<file path="src/rtl/com_controller_pkg.sv">
// Shared definitions for the host/core communication controller:
// simulation clock period, default widths and the FSM state encoding.
package com_controller_pkg;

  localparam int CLOCK          = 10;
  localparam int DEFAULT_DATA_W = 16;
  localparam int DEFAULT_ADDR_W = 12;

  typedef enum logic [1:0] {
    ST_IDLE = 2'b00,
    ST_LOAD = 2'b01,
    ST_RUN  = 2'b10,
    ST_DUMP = 2'b11
  } com_state_t;

endpackage

</file>
<file path="src/rtl/com_controller_dump_seq.sv">
// Dump sequencer: steps the read address over the dump window and carries
// valid/last through the memory-latency stage and the output register.
module com_dump_seq #(
  parameter int DATA_W    = 16,
  parameter int ADDR_W    = 12,
  parameter int DUMP_BASE = 0,
  parameter int DUMP_LEN  = 16
) (
  input  logic              clk,
  input  logic              rst_n,
  input  logic              start,
  input  logic [DATA_W-1:0] rd_data,
  output logic              rd_en,
  output logic [ADDR_W-1:0] rd_addr,
  output logic [DATA_W-1:0] out_data,
  output logic              out_valid,
  output logic              out_last
);

  localparam int CNT_W = $clog2(DUMP_LEN + 1);

  logic [CNT_W-1:0] remaining;
  logic             rd_last;
  logic             stage_valid;
  logic             stage_last;

  always_ff @(posedge clk) begin
    if (!rst_n) begin
      rd_en       <= 1'b0;
      rd_addr     <= '0;
      remaining   <= '0;
      rd_last     <= 1'b0;
      stage_valid <= 1'b0;
      stage_last  <= 1'b0;
      out_data    <= '0;
      out_valid   <= 1'b0;
      out_last    <= 1'b0;
    end else begin
      if (start) begin
        rd_en     <= 1'b1;
        rd_addr   <= ADDR_W'(DUMP_BASE);
        remaining <= CNT_W'(DUMP_LEN - 1);
        rd_last   <= (DUMP_LEN == 1);
      end else if (rd_en) begin
        if (remaining == '0) begin
          rd_en   <= 1'b0;
          rd_last <= 1'b0;
        end else begin
          // Address wraps naturally modulo 2^ADDR_W.
          rd_addr   <= rd_addr + 1'b1;
          remaining <= remaining - 1'b1;
          rd_last   <= (remaining == CNT_W'(1));
        end
      end

      stage_valid <= rd_en;
      stage_last  <= rd_en & rd_last;
      out_valid   <= stage_valid;
      out_last    <= stage_last;
      out_data    <= stage_valid ? rd_data : '0;
    end
  end

endmodule

</file>
<file path="src/rtl/com_controller.sv">
// Communication controller: loads host words into data memory, kicks the
// cores, waits for completion and streams a memory window back to the host.
module com_controller
  import com_controller_pkg::*;
#(
  parameter int DATA_W    = DEFAULT_DATA_W,
  parameter int ADDR_W    = DEFAULT_ADDR_W,
  parameter int DUMP_BASE = 0,
  parameter int DUMP_LEN  = 16
) (
  input  logic              clk,
  input  logic              rst_n,
  input  logic [DATA_W-1:0] com_data_in,
  input  logic              data_write_start,
  input  logic              data_write_done,
  input  logic              proc_done,
  input  logic [DATA_W-1:0] mem_rd_data,
  output logic [ADDR_W-1:0] mem_addr,
  output logic [DATA_W-1:0] mem_wr_data,
  output logic              mem_wr_en,
  output logic              mem_rd_en,
  output logic              proc_start,
  output logic [1:0]        state,
  output logic [DATA_W-1:0] com_data_out,
  output logic              output_write_start,
  output logic              output_write_done
);

  com_state_t        state_q;
  logic [ADDR_W-1:0] load_cnt;
  logic              load_full;
  logic              wr_en_q;
  logic [ADDR_W-1:0] wr_addr_q;
  logic [DATA_W-1:0] wr_data_q;
  logic              proc_start_q;

  logic              dump_start;
  logic              dump_rd_en;
  logic [ADDR_W-1:0] dump_addr;
  logic              dump_last;

  assign dump_start = (state_q == ST_RUN) && proc_done;

  always_ff @(posedge clk) begin
    if (!rst_n) begin
      state_q      <= ST_IDLE;
      load_cnt     <= '0;
      load_full    <= 1'b0;
      wr_en_q      <= 1'b0;
      wr_addr_q    <= '0;
      wr_data_q    <= '0;
      proc_start_q <= 1'b0;
    end else begin
      wr_en_q      <= 1'b0;
      proc_start_q <= 1'b0;
      case (state_q)
        ST_IDLE: begin
          if (data_write_start) begin
            state_q   <= ST_LOAD;
            load_cnt  <= '0;
            load_full <= 1'b0;
          end
        end
        ST_LOAD: begin
          // Once the top address has been written, further words are dropped.
          if (!load_full) begin
            wr_en_q   <= 1'b1;
            wr_addr_q <= load_cnt;
            wr_data_q <= com_data_in;
            if (load_cnt == '1) load_full <= 1'b1;
            else                load_cnt  <= load_cnt + 1'b1;
          end
          if (data_write_done || !data_write_start) begin
            state_q      <= ST_RUN;
            proc_start_q <= 1'b1;
          end
        end
        ST_RUN: begin
          if (proc_done) state_q <= ST_DUMP;
        end
        ST_DUMP: begin
          if (dump_last) state_q <= ST_IDLE;
        end
        default: state_q <= ST_IDLE;
      endcase
    end
  end

  com_dump_seq #(
    .DATA_W    (DATA_W),
    .ADDR_W    (ADDR_W),
    .DUMP_BASE (DUMP_BASE),
    .DUMP_LEN  (DUMP_LEN)
  ) u_dump_seq (
    .clk       (clk),
    .rst_n     (rst_n),
    .start     (dump_start),
    .rd_data   (mem_rd_data),
    .rd_en     (dump_rd_en),
    .rd_addr   (dump_addr),
    .out_data  (com_data_out),
    .out_valid (output_write_start),
    .out_last  (dump_last)
  );

  assign mem_addr          = dump_rd_en ? dump_addr : wr_addr_q;
  assign mem_wr_data       = wr_data_q;
  assign mem_wr_en         = wr_en_q;
  assign mem_rd_en         = dump_rd_en;
  assign proc_start        = proc_start_q;
  assign state             = state_q;
  assign output_write_done = dump_last;

endmodule
</file>
<file path="config.mk">
export PLATFORM = sky130hd
export DESIGN_NAME = com_controller
export DESIGN_NICKNAME = d
export VERILOG_FILES = /design/src/rtl/com_controller_pkg.sv /design/src/rtl/com_controller_dump_seq.sv /design/src/rtl/com_controller.sv
export SDC_FILE = /design/constraint.sdc
export NUM_CORES = 1
export LEC_CHECK = 0
export CAP_MARGIN = 15
export CORE_UTILIZATION = 53
export CTS_CLUSTER_SIZE = 30
export DETAILED_ROUTE_END_ITERATION = 8
export GPL_ROUTABILITY_DRIVEN = 0
export GPL_TIMING_DRIVEN = 1
export MAX_ROUTING_LAYER = met4
export PLACE_DENSITY = 0.95
export SLEW_MARGIN = 10
export SYNTH_ARGS = -nofsm -noshare
export SYNTH_HDL_FRONTEND = slang
export SYNTH_HIERARCHICAL = 1
export SYNTH_SLANG_ARGS = --single-unit
</file>
<file path="constraint.sdc">
create_clock -name clk -period 5.15 [get_ports clk]
set_input_delay 0.515 -clock clk [delete_from_list [all_inputs] [get_ports clk]]
set_output_delay 0.515 -clock clk [all_outputs]
set_load 0.02 [all_outputs]
</file>
==> summary.md <==
| Metric | Value |
|---|---|
| Vias in the first global route | 3029 |
| Diodes inserted | 0 |
| Count of pins over their slew limit | 0 |
| Netlist Area Pre-Place | approximately 3600 sq um |
| Slowest CP cell | dfxtp_1 |
| Fin area | 4670 sq um |
| DR vias | approximately 3100 |
| Post-synth EDFFs | 0 |
| Largest net degree at the start of global routing | 34 |
| Core Region | about 6500 sq um |
| Drt first pass iters | 6 |
| Crit share post-route | 0.552 |
| Postcts setup bufs | 0 |
| Slew headroom | 0.297 |
| Clk sinks | 84 |
| Vias per cell | ~5.7 |
| Hold Path Class | flop to flop |
| CP endpoint | mem_addr[9] |
| Count of final hold-check violations | 0 |
| Number of remaining DRC errors | 2 |
| Post-DRT Antenna Nets | 0 |
| Number of library cell types mapped by synthesis | between 50 and 60 |
| Status | finished with violations |
| Fin crit period | ~2800 ps |
| # nets final | approximately 500 |
| CTS Hold Buffers Added | 0 |
| CP Capture Type | output pin |
| Initial antenna violation count | 0 |
| Total grt overflow | 0 |
| Critical Path Max Stage Delay | between 900 and 1000 ps |
| Synth Area per Inst | roughly 9.3 sq um |
| Clk buf depth | 2 |
| Clock skew | a little under 6 ps |
| Total GRT Usage | 0.262 |
| Clock slew at reported path FFs | 90 ps |
| Reg2reg end | load_cnt[9]$_SDFFE_PN0P_ |
| Power per cell area | approximately 370 nW/um^2 |
| Initial Utilization | 0.556 |
| Area of the multi-input gates | 1780 sq um |
| Max cap viols | 0 |
| Cell Chain, Critical Path | mux2_2 > clkdlybuf4s50_1 |
| Worst Setup Start Kind | flop |
| Worst R2R Path Depth | 7 |
| Non-Filler Instances | 549 |
| Die area | around 7100 sq um |
| Hold Path Depth | 1 |
| # rows | 29 |
| Placed Cells | 533 |
| Post-Syn Nets | about 430 |
| CTS tree | done |
| DP HPWL | 6290 microns |
| CP Launch Point | u_dump_seq/rd_en$_SDFF_PN0_ |
| Drt initial violations | between 200 and 250 |
| Max VDD drop | roughly 0.37 mV |
| WP data required | around 4600 ps |
| Root Buffer | clkbuf_8 |
| H-tree depth | 3 |
| Unrepaired setup endpoints after global routing | no |
| Worst-margin pin slew | approximately 1100 ps |
| First-pass GRT wire length | ~14000 microns |
| Sequential share of the synthesized area | 0.468 |
| Achievable Freq | ~350 MHz |
| Crit Path Max Fanout | 27 |
| Mapped Cells | ~390 |
| FILL cells | 450 |
| PortBufs | 87 |
| Die Y | about 84 microns |
| Top_reg_cell synth | dfxtp_1 |
| Final setup TNS | 0 ps |
| I/O Pins | just under 90 |
| Reg2reg start | state[1]$_SDFFE_PN0P_ |
| Leak pwr | 1.78 nW |
| Die X | around 84 microns |
| Post-synthesis async set-or-reset flop share | 0 |
| Worst-Skew Late Latency | between 300 and 400 ps |
| Crit path kind | flop to output pin |
| Total power | ~1.7 mW |
| Yosys warning count | 6 |
| Arr. time, crit path | between 2000 and 2500 ps |
| Failing checks | DRC |
| Register area | 1680 sq um |
| TritonCTS Buffers | 9 |
| Reg2reg setup slack | ~2800 ps |
| Post-CTS sizing | 0 |
| Routed len/inst | 16.1 microns |
| Layout cells sized above 1 | 0.0932 |
| Layout area overhead | 30.0% |
| Endpoints failing setup | 0 |
| Placed inst area | between 4000 and 5000 sq um |
| WL final | 8860 microns |
| Post-synthesis register bit count | 84 |
-- cells in the final DEF, fill, tap and decap left out, types with 2 or more instances in the layout --
master            n
nand3_1          14
nand2_1          66
nor4_1            2
and3_1           21
o21ai_0           5
a21oi_4           2
clkbuf_8         10
and3_2            3
ha_1             10
mux2i_1           2
a21boi_0         26
nor4b_1           2
nor2_1           20
and2_1            7
inv_6             2
mux2_2           14
o21a_1            2
dfxtp_1          84
xor2_1            7
nor2b_1           4
nand4_1           7
nand2b_1          2
inv_1             8
xnor2_1           8
a21oi_1          12
and2b_2           2
nor4b_2           2
nor3_1            4
a31oi_1           6
o21ai_1           4
or3_1             3
clkinvlp_4        3
clkdlybuf4s50_1  87
-- cells by family after synthesis --
kind of cell	Yosys count	share of synthesized area
compound gates	69	0.137
xor+xnor	15	0.0366
buf+inv	27	0.0369
mux	16	0.0494
simple gates	166	0.237
flops	84	0.468
fa+ha+maj	10	0.0348
-- registers in the layout, summed over array words and instances, names as in the netlist, 2 cells and up --
name / count
mem_wr_data: 16
u_dump_seq/out_data: 16
load_cnt: 12
u_dump_seq/rd_addr: 12
wr_addr_q: 12
u_dump_seq/remaining: 5
state: 2
-- how the worst min path moves through the flow --
stage                                      from                             end  slack, ps
2_1_floorplan  u_dump_seq/stage_last$_SDFF_PN0_  u_dump_seq/out_last$_SDFF_PN0_        410
3_3_place_gp   u_dump_seq/stage_last$_SDFF_PN0_  u_dump_seq/out_last$_SDFF_PN0_        420
3_5_place_dp   u_dump_seq/stage_last$_SDFF_PN0_  u_dump_seq/out_last$_SDFF_PN0_        440
4_1_cts        u_dump_seq/stage_last$_SDFF_PN0_  u_dump_seq/out_last$_SDFF_PN0_        450
5_1_grt        u_dump_seq/stage_last$_SDFF_PN0_  u_dump_seq/out_last$_SDFF_PN0_        480
6_report       u_dump_seq/stage_last$_SDFF_PN0_  u_dump_seq/out_last$_SDFF_PN0_        450
-- report_power, final --
group          internal (mW)  switching, mW
registers              0.704         0.0479
clock network          0.240          0.245
logic                  0.204          0.299
-- final cells by class --
cell class,count,share of cell area
sequential,84,0.360
clock inverter,6,0.0150
inverter,8,0.00643
tap,77,0.0206
timing repair buffer,88,0.188
multi-input combinational,276,0.381
clock buffer,10,0.0295
-- synth_stat cells, types with 4 or more instances --
cell type / count / area share
dfxtp_1: 84 / 0.47
nand2_1: 66 / 0.069
a21boi_0: 26 / 0.054
and3_1: 21 / 0.037
nor2_1: 20 / 0.021
mux2_2: 14 / 0.044
nand3_1: 14 / 0.019
a21oi_1: 12 / 0.017
ha_1: 10 / 0.035
inv_1: 8 / 0.0084
xnor2_1: 8 / 0.019
and2_1: 7 / 0.012
clkbuf_1: 7 / 0.0073
nand4_1: 7 / 0.012
xor2_1: 7 / 0.017
a31oi_1: 6 / 0.010
o21ai_0: 5 / 0.0070
buf_1: 4 / 0.0042
nor2b_1: 4 / 0.0070
nor3_1: 4 / 0.0056
o21ai_1: 4 / 0.0056
-- worst max-delay path, delay by kind of cell (launching register included) --
family                 cells  cell delay (ps)
multiplexers               1              440
buffers and inverters      1              540
flip-flops                 1              990
-- per-stage QoR --
stage	setup WS, ps	hold WS (ps)	utilization
2_1_floorplan	3200	412	-
3_3_place_gp	2700	419	0.691
3_5_place_dp	2640	435	0.691
4_1_cts	2310	452	0.724
5_1_grt	2200	485	0.724
6_report	2310	450	0.724
-- routing by layer --
layer  vias to the layer above  GRT usage  part of all wire
li1                       1495          -                 -
met5                         -          -                 0
met2                       129      0.462              0.53
met3                        22     0.0728             0.049
met1                      1475      0.278              0.40
met4                         0      0.102             0.024
No activity file was read; power rests on OpenSTA's default activity.
